**src/rtl/instr_register_pkg.sv**
```systemverilog
// Shared types for the instruction register stack, plus the arbiter's read-side state.
package instr_register_pkg;

  typedef enum logic [3:0] {
    ZERO, PASSA, PASSB, ADD, SUB, MULT, DIV, MOD
  } opcode_t;

  typedef logic signed [31:0] operand_t;
  typedef logic [4:0]         address_t;

  typedef struct packed {
    opcode_t  opc;
    operand_t op_a;
    operand_t op_b;
  } instruction_t;

  typedef enum logic [1:0] {
    IDLE, FETCH, PRESENT
  } rd_state_t;

  localparam int STACK_DEPTH = 2 ** $bits(address_t);

endpackage

```
**src/rtl/instr_register_rr_arb.sv**
```systemverilog
// Round-robin grant among NUM_REQ requesters; the priority pointer moves past each winner.
module instr_register_rr_arb #(
  parameter  int NUM_REQ = 4,
  localparam int IW      = $clog2(NUM_REQ)
) (
  input  logic               clk,
  input  logic               reset_n,
  input  logic [NUM_REQ-1:0] i_req,
  input  logic               i_en,
  input  logic               i_upd,
  output logic [NUM_REQ-1:0] o_gnt,
  output logic [IW-1:0]      o_idx
);

  logic [IW-1:0] r_ptr;
  logic [IW-1:0] w_idx;
  logic          w_found;

  // First requester at or after the pointer, scanning with wrap.
  always_comb begin
    w_found = 1'b0;
    w_idx   = '0;
    for (int k = 0; k < NUM_REQ; k++) begin
      if (!w_found && i_req[IW'((int'(r_ptr) + k) % NUM_REQ)]) begin
        w_found = 1'b1;
        w_idx   = IW'((int'(r_ptr) + k) % NUM_REQ);
      end
    end
  end

  assign o_gnt = (w_found && i_en) ? (NUM_REQ'(1) << w_idx) : '0;
  assign o_idx = w_idx;

  always_ff @(posedge clk or negedge reset_n) begin
    if (!reset_n) begin
      r_ptr <= '0;
    end else if (i_upd) begin
      r_ptr <= (w_idx == IW'(NUM_REQ - 1)) ? '0 : w_idx + IW'(1);
    end
  end

endmodule

```
**src/rtl/instr_register_arbiter.sv**
```systemverilog
// Shares the instruction register stack as a tagged FIFO: round-robin write side,
// one-entry presentation register on the read side.
module instr_register_arbiter
  import instr_register_pkg::*;
#(
  parameter  int NUM_REQ = 4,
  parameter  int DEPTH   = 32,
  localparam int SW      = $clog2(NUM_REQ),
  localparam int CW      = $clog2(DEPTH) + 1
) (
  input  logic                     clk,
  input  logic                     reset_n,
  input  logic     [NUM_REQ-1:0]   req_valid,
  output logic     [NUM_REQ-1:0]   req_ready,
  input  opcode_t  [NUM_REQ-1:0]   req_opcode,
  input  operand_t [NUM_REQ-1:0]   req_operand_a,
  input  operand_t [NUM_REQ-1:0]   req_operand_b,
  output logic                     load_en,
  output address_t                 write_pointer,
  output opcode_t                  opcode,
  output operand_t                 operand_a,
  output operand_t                 operand_b,
  output address_t                 read_pointer,
  input  instruction_t             instruction_word,
  output logic                     rd_valid,
  input  logic                     rd_ready,
  output instruction_t             rd_instruction,
  output logic     [SW-1:0]        rd_source,
  output logic     [CW-1:0]        count
);

  logic [NUM_REQ-1:0] w_gnt;
  logic [SW-1:0]      w_idx;
  logic               w_en, w_xfer, w_pop;
  logic [CW-1:0]      w_committed_nxt;

  address_t     r_wptr, r_rptr, r_wp_out;
  logic         r_load_en;
  opcode_t      r_opc;
  operand_t     r_a, r_b;
  logic [CW-1:0] r_count, r_committed;
  logic [SW-1:0] r_tag [DEPTH];
  rd_state_t    r_state;
  logic         r_rd_valid;
  instruction_t r_rd_ins;
  logic [SW-1:0] r_rd_src;

  // count tracks reserved slots, so a full stack blocks grants even before writes land.
  assign w_en   = reset_n && (r_count != CW'(DEPTH));
  assign w_xfer = |(req_valid & w_gnt);
  assign w_pop  = r_rd_valid & rd_ready;

  instr_register_rr_arb #(.NUM_REQ(NUM_REQ)) u_arb (
    .clk    (clk),
    .reset_n(reset_n),
    .i_req  (req_valid),
    .i_en   (w_en),
    .i_upd  (w_xfer),
    .o_gnt  (w_gnt),
    .o_idx  (w_idx)
  );

  always_ff @(posedge clk or negedge reset_n) begin
    if (!reset_n) begin
      r_load_en <= 1'b0;
      r_wptr    <= '0;
      r_wp_out  <= '0;
      r_opc     <= ZERO;
      r_a       <= '0;
      r_b       <= '0;
      r_count   <= '0;
    end else begin
      r_load_en <= w_xfer;
      if (w_xfer) begin
        r_opc    <= req_opcode[w_idx];
        r_a      <= req_operand_a[w_idx];
        r_b      <= req_operand_b[w_idx];
        r_wp_out <= r_wptr;
        r_wptr   <= r_wptr + address_t'(1);
      end
      case ({w_xfer, w_pop})
        2'b10:   r_count <= r_count + CW'(1);
        2'b01:   r_count <= r_count - CW'(1);
        default: r_count <= r_count;
      endcase
    end
  end

  // Tags need no reset: an entry is only read after its own write has landed.
  always_ff @(posedge clk) begin
    if (w_xfer) r_tag[r_wptr] <= w_idx;
  end

  always_comb begin
    case ({r_load_en, w_pop})
      2'b10:   w_committed_nxt = r_committed + CW'(1);
      2'b01:   w_committed_nxt = r_committed - CW'(1);
      default: w_committed_nxt = r_committed;
    endcase
  end

  always_ff @(posedge clk or negedge reset_n) begin
    if (!reset_n) begin
      r_committed <= '0;
      r_state     <= IDLE;
      r_rptr      <= '0;
      r_rd_valid  <= 1'b0;
      r_rd_ins    <= '0;
      r_rd_src    <= '0;
    end else begin
      r_committed <= w_committed_nxt;
      case (r_state)
        IDLE: begin
          if (r_committed != '0) r_state <= FETCH;
        end
        FETCH: begin
          r_rd_ins   <= instruction_word;
          r_rd_src   <= r_tag[r_rptr];
          r_rd_valid <= 1'b1;
          r_state    <= PRESENT;
        end
        PRESENT: begin
          if (w_pop) begin
            r_rd_valid <= 1'b0;
            r_rptr     <= r_rptr + address_t'(1);
            r_state    <= (w_committed_nxt != '0) ? FETCH : IDLE;
          end
        end
        default: r_state <= IDLE;
      endcase
    end
  end

  assign req_ready      = w_gnt;
  assign load_en        = r_load_en;
  assign write_pointer  = r_wp_out;
  assign opcode         = r_opc;
  assign operand_a      = r_a;
  assign operand_b      = r_b;
  assign read_pointer   = r_rptr;
  assign rd_valid       = r_rd_valid;
  assign rd_instruction = r_rd_ins;
  assign rd_source      = r_rd_src;
  assign count          = r_count;

endmodule
```
**config.mk**
```make
export PLATFORM = sky130hd
export DESIGN_NAME = instr_register_arbiter
export DESIGN_NICKNAME = d
export VERILOG_FILES = /design/src/rtl/instr_register_pkg.sv /design/src/rtl/instr_register_rr_arb.sv /design/src/rtl/instr_register_arbiter.sv
export SDC_FILE = /design/constraint.sdc
export NUM_CORES = 1
export LEC_CHECK = 0
export CAP_MARGIN = 20
export CORE_UTILIZATION = 30
export DETAILED_ROUTE_END_ITERATION = 10
export HOLD_SLACK_MARGIN = 0.15
export PLACE_DENSITY = 0.62
export SYNTH_ARGS = -nofsm -noshare
export SYNTH_HDL_FRONTEND = slang
export SYNTH_SLANG_ARGS = --single-unit
```
**constraint.sdc**
```tcl
create_clock -name clk -period 11.5 [get_ports clk]
set_clock_uncertainty 0.15 [all_clocks]
set_input_delay 2.3 -clock clk [delete_from_list [all_inputs] [get_ports clk]]
set_output_delay 2.3 -clock clk [all_outputs]
set_load 0.01 [all_outputs]
```
Word-level counts from Yosys, hierarchy flattened

Memory sizes are Yosys's and may differ from the RTL's. A register that Yosys moved wholly into a read port is not among the register bits.
Index checks and enable logic that the tools add are counted.

Memories: 1
Bits of input ports: 347
Logic and storage cells: 100
RAM bits: 64
Register bits after elaboration: 169

Reductions and logical operators: 18
$lt $le $gt $ge: 5
Bitwise gates (word level): 2
Shifts and indexed selects: 1
Equal/unequal tests: 10
Add/sub/neg operators: 10
Mux-type cells: 38

Memory list:

| memory | depth | width | rd ports | clocked after memory_dff | wr ports | RTL line                     | source |
|---|---|---|---|---|---|---|---|
| r_tag  | 32    | 2     | 1        | 1                        | 1        | instr_register_arbiter.sv:42 | `logic [SW-1:0] r_tag [DEPTH];` |

Operator list:

| operator                                            | number |
|---|---|
| binary-select mux 32 bit (select 2 bit)             | 2 |
| two-way mux 32 bit                                  | 2 |
| one-hot mux 6 bit (2 select lines)                  | 2 |
| < comparator 2 x 4 -> 1 bit, second input constant  | 4 |
| two-way mux 1 bit                                   | 16 |
| two-way mux 2 bit                                   | 7 |
| adder 6 x 1 -> 6 bit, second input constant         | 2 |
| nonzero test 6 bit                                  | 2 |
| subtractor 6 x 1 -> 6 bit, second input constant    | 2 |
| adder 5 x 1 -> 5 bit, second input constant         | 2 |
| binary-select mux 1 bit (select 2 bit)              | 4 |
| binary-select mux 4 bit (select 2 bit)              | 1 |
| equality test 2 bit, second input constant          | 4 |
| two-way mux 4 bit                                   | 2 |
| equality test 2 x 1 -> 1 bit, second input constant | 3 |
| != test 6 bit, second input constant                | 1 |
| one-hot mux 2 bit (3 select lines)                  | 1 |
| AND reduction 2 bit                                 | 3 |
| logical AND 1 bit                                   | 5 |
| adder 2 x 1 -> 2 bit, second input constant         | 2 |
| adder 2 bit, second input constant                  | 2 |
| bitwise AND 4 bit                                   | 1 |
| zero test 1 bit                                     | 4 |
| != test 2 bit, second input constant                | 2 |
| 7 further kinds                                     | 8 |

Depth between registers and ports, before layout

Depth in word-level cells: 19
Gate-level depth with buffers: 20

Modules after synthesis

Synthesis repeated with hierarchy kept, for this count alone.

Cell total of the unflattened synthesis: 1021
Area, all modules: 11459.7 µm²

By module, submodules not included:

| module                 | area an instance (µm²) | sequential area each (µm²) | instances | cells an instance |
|---|---|---|---|---|
| instr_register_arbiter | 11207.0                | 6150.9                     | 1         | 994 |
| instr_register_rr_arb  | 252.7                  | 50.0                       | 1         | 27 |

Worst setup path before layout

Ideal clock, no wire load.

Path type: input to output
Start point: input port req_valid[2]
End point: output port req_ready[3]
Arrival: 3.631 ns
Stages: 7
Buffers on the path: 1
Path slack: 5.419 ns
Path through: nor2b_1 > a221o_1 > nand2_2 > clkbuf_1 > inv_1 > ha_1 > and2_1

Longest elaborated chain between the ends: 15

RTL lines:

| what                                                           | RTL line                     | source |
|---|---|---|
| start: declaration                                             | instr_register_arbiter.sv:13 | `input logic [NUM_REQ-1:0] req_valid,` |
| binary-select mux 1 bit (select 2 bit)                         | instr_register_rr_arb.sv:24  | `if (!w_found && i_req[IW'((int'(r_ptr) + k) % NUM_REQ)]) begin` |
| two-way mux 1 bit (not written as such) (2 in a row)           | instr_register_rr_arb.sv:24  |  |
| two-way mux 1 bit                                              | instr_register_rr_arb.sv:24  |  |
| zero test 1 bit                                                | instr_register_rr_arb.sv:24  |  |
| logical AND 1 bit                                              | instr_register_rr_arb.sv:24  |  |
| two-way mux 1 bit                                              | instr_register_rr_arb.sv:24  |  |
| zero test 1 bit                                                | instr_register_rr_arb.sv:24  |  |
| logical AND 1 bit                                              | instr_register_rr_arb.sv:24  |  |
| two-way mux 1 bit                                              | instr_register_rr_arb.sv:24  |  |
| zero test 1 bit                                                | instr_register_rr_arb.sv:24  |  |
| logical AND 1 bit                                              | instr_register_rr_arb.sv:24  |  |
| two-way mux 2 bit or two-way mux 1 bit (tied branches)         | instr_register_rr_arb.sv:24  |  |
| left shift 1 x 2 -> 4 bit or logical AND 1 bit (tied branches) | instr_register_rr_arb.sv:31  | `assign o_gnt = (w_found && i_en) ? (NUM_REQ'(1) << w_idx) : '0;` |
| two-way mux 4 bit (*)                                          | instr_register_rr_arb.sv:31  |  |
| end: declaration                                               | instr_register_arbiter.sv:14 | `output logic [NUM_REQ-1:0] req_ready,` |

Mark *: on every way between the ends. The rest lies on a longest branch, timed or not. The select of a mux whose other input is x is not followed.

Final worst setup path

Start point: input port req_valid[2]
End point: output port req_ready[2]

The elaborated chain is that of the path after synthesis.

==> out/results.ini <==
[outcome]
status=finished, final reports clean

[sta]
finalWorstSetupSlack_ps=4298
worst_slew_pin_slew_ps=1003
relSlewSlack=0.3304
slew_violations=0
rsz0062_at_grt=no
max_freq_mhz=138.8
fin_crit_sh=0.6263
finalSetupViolCount=0
final-hold-violation-count=0
whs_ps=321.8
min_period_ps=7202
setup_tns_ps=0

[drt]
routed_wl_um=41800
drt-wirelength-per-cell_um=19.68
vias_per_cell=4.896
drc=0
drt_first_pass_iters=4
drt_iter0_drc=482
ant_nets=0
vias=10400

[synthesis]
syn_area_per_cell_um2=10.89
yosysWarningCount=0
async_flop_share=0.7277
synth_edf_count=64
synth_top_flop_cell=dfrtp_1
netlist_area_mm2=0.01204
netlist.area_leader.share=0.3555
syn_inst=1105
yosys.cell_types.count=61
yosys.area.top_type=dfrtp_1
synth-seq-cells=235
ys_seq_area_frac=0.5152
synth_nets=1467
synth_top_cells_by_area=dfrtp_1 36%, edfxtp_1 16%, nand2_1 6.8%, mux2i_1 6.6%, a221oi_2 6.1%

[critical_path]
crit_path_start_kind=input port
r2r_end=write_pointer[2]
critPathKind=in2out
r2r-start=u_arb.r_ptr[1]
path_max_fanout=69
cp.required_ps=9050
crit_arrival_ps=4750
r2r_setup_slack_ps=7590
startpoint=req_valid[2]
reg2regPathDepth=11
endpoint_kind=primary output

[finish]
final_cell_mix=505 x clkdlybuf4s50_1, 216 x nand2_1, 171 x dfrtp_1
final_area_mm2=0.01853
synthToLayoutAreaGrowth_pct=53.98
final_common_cell=clkdlybuf4s50_1
fin_nets=1936
drive_above_1_share=0.09205

[clock_tree]
post_cts_buffers=0
clock_sinks=235
cts_hold_buf=0
clk_latency_ps=570
cts_tree=yes
h-tree-depth=1
cts_buffer_depth=3
cts_made_buffers=29
clkTransAtPathRegs_ps=60
cts_resized=0
root_buffer=clkbuf_16

[global_routing]
grt_max_degree=72
grt_pass1_wl_um=62940
antenna_found_initial=5
grt_overflow=0
grt_pass1_vias=10780
track_usage=0.1973

[floorplanning]
io_pins=507
initial_core_util=0.3036
dieArea_mm2=0.04092
die_h_um=202.3
core_area_mm2=0.03964
row_count=73
chipWidth_um=202.3

[pwr]
leakagePower_nw=7.630
p_per_area_mw_per_mm2=191.6
ir_worst_vdd_mv=0.1252
power_mw=3.551

[placement]
gp_congestion=0.8790
dp_hpwl_um=30390
place_area_mm2=0.01748
pre_cts_slack_ps=4287
io_buffers=506

[hold_path]
hp-class=reg2reg
worstHoldStart=rd_instruction[10]
hold_depth=2
min_to=rd_instruction[10]

[run]
max_cap_viol_count=0

[per-layer routing]
layer,vias to the layer above,wire length [µm],GRT usage
met5,-,11,0
met4,2,878,0.04941
met3,58,2908,0.04724
met2,376,21540,0.3607
met1,5048,16460,0.2294
li1,4916,-,-
[critical path, cell delays in order]
cell,delay (ps)
clkdlybuf4s50_1,500
nor2b_1,180
a221o_2,410
nand2_4,90
buf_4,610
nor2_1,120
clkdlybuf4s50_1,510
[cell families (layout without fill, tap and decap cells)]
kind of cell / after synthesis / in the layout / share of synthesized area
and+or+nand+nor: 375 / 375 / 0.1433
DFF: 235 / 235 / 0.5152
AOI/OAI and AO/OA: 195 / 195 / 0.1541
buffers and inverters: 165 / 657 / 0.05988
muxes: 101 / 101 / 0.09752
xor gates and xnor gates: 19 / 19 / 0.01383
adders and majority gates: 15 / 15 / 0.01622
other: 0 / 2 / 0
[synthesized netlist by cell type, types with 5 or more instances]
| cell | number |
|---|---|
| a211oi_1 | 72 |
| a21o_1 | 5 |
| a21oi_1 | 12 |
| a221oi_1 | 19 |
| a221oi_2 | 49 |
| and3_1 | 68 |
| buf_2 | 18 |
| buf_4 | 9 |
| buf_6 | 6 |
| clkbuf_1 | 43 |
| dfrtp_1 | 171 |
| edfxtp_1 | 64 |
| ha_1 | 14 |
| inv_1 | 82 |
| mux2_2 | 8 |
| mux2i_1 | 79 |
| mux4_2 | 12 |
| nand2_1 | 217 |
| nand4_1 | 5 |
| nor2_1 | 46 |
| nor2b_1 | 6 |
| o21ai_0 | 11 |
| xnor2_1 | 11 |
| xor2_1 | 8 |
[state kept, by name, indices dropped and copies added, names as in the netlist]
register and cells:
load_en 1, operand_a 32, r_committed 6, rd_source 2
write_pointer 5, count 6, operand_b 32, r_wptr 5
u_arb.r_ptr 2, rd_valid 1, r_tag 64, read_pointer 5
rd_instruction 68, opcode 4, r_state 2
[area by class of cell]
type,count,area [µm²]
fillers,3765,21110
flip-flops and latches,235,6201
repair buffers,518,5159
multi-input cells,705,5137
clock buffers,37,785.8
well taps,525,656.9
inverters,85,321.6
clock inverters,17,265.3
diodes,2,5.005
[per-stage QoR]
stage,cells,utilization
2_1_floorplan,1105,-
3_3_place_gp,2068,0.4409
3_5_place_dp,2068,0.4409
4_1_cts,2122,0.4674
5_1_grt,2124,0.4675
6_report,2124,0.4675
[how the worst max path moves through the flow]
stage / slack [ps] / depth (start not counted) / endpoint
6_report: 4300 / 7 / req_ready[2]
3_5_place_dp: 4290 / 7 / req_ready[2]
5_1_grt: 4180 / 7 / req_ready[2]
3_3_place_gp: 4350 / 7 / req_ready[2]
4_1_cts: 4290 / 7 / req_ready[2]
2_1_floorplan: 5420 / 7 / req_ready[3]
[where the power goes]
| part | switching, mW | internal, mW | total, mW |
|---|---|---|---|
| Combinational | 0.676 | 0.670 | 1.35 |
| Sequential | 0.151 | 1.06 | 1.21 |
| Clock | 0.376 | 0.621 | 0.997 |
| Total | 1.20 | 2.35 | 3.55 |
Power figures use the tool's default switching activity.
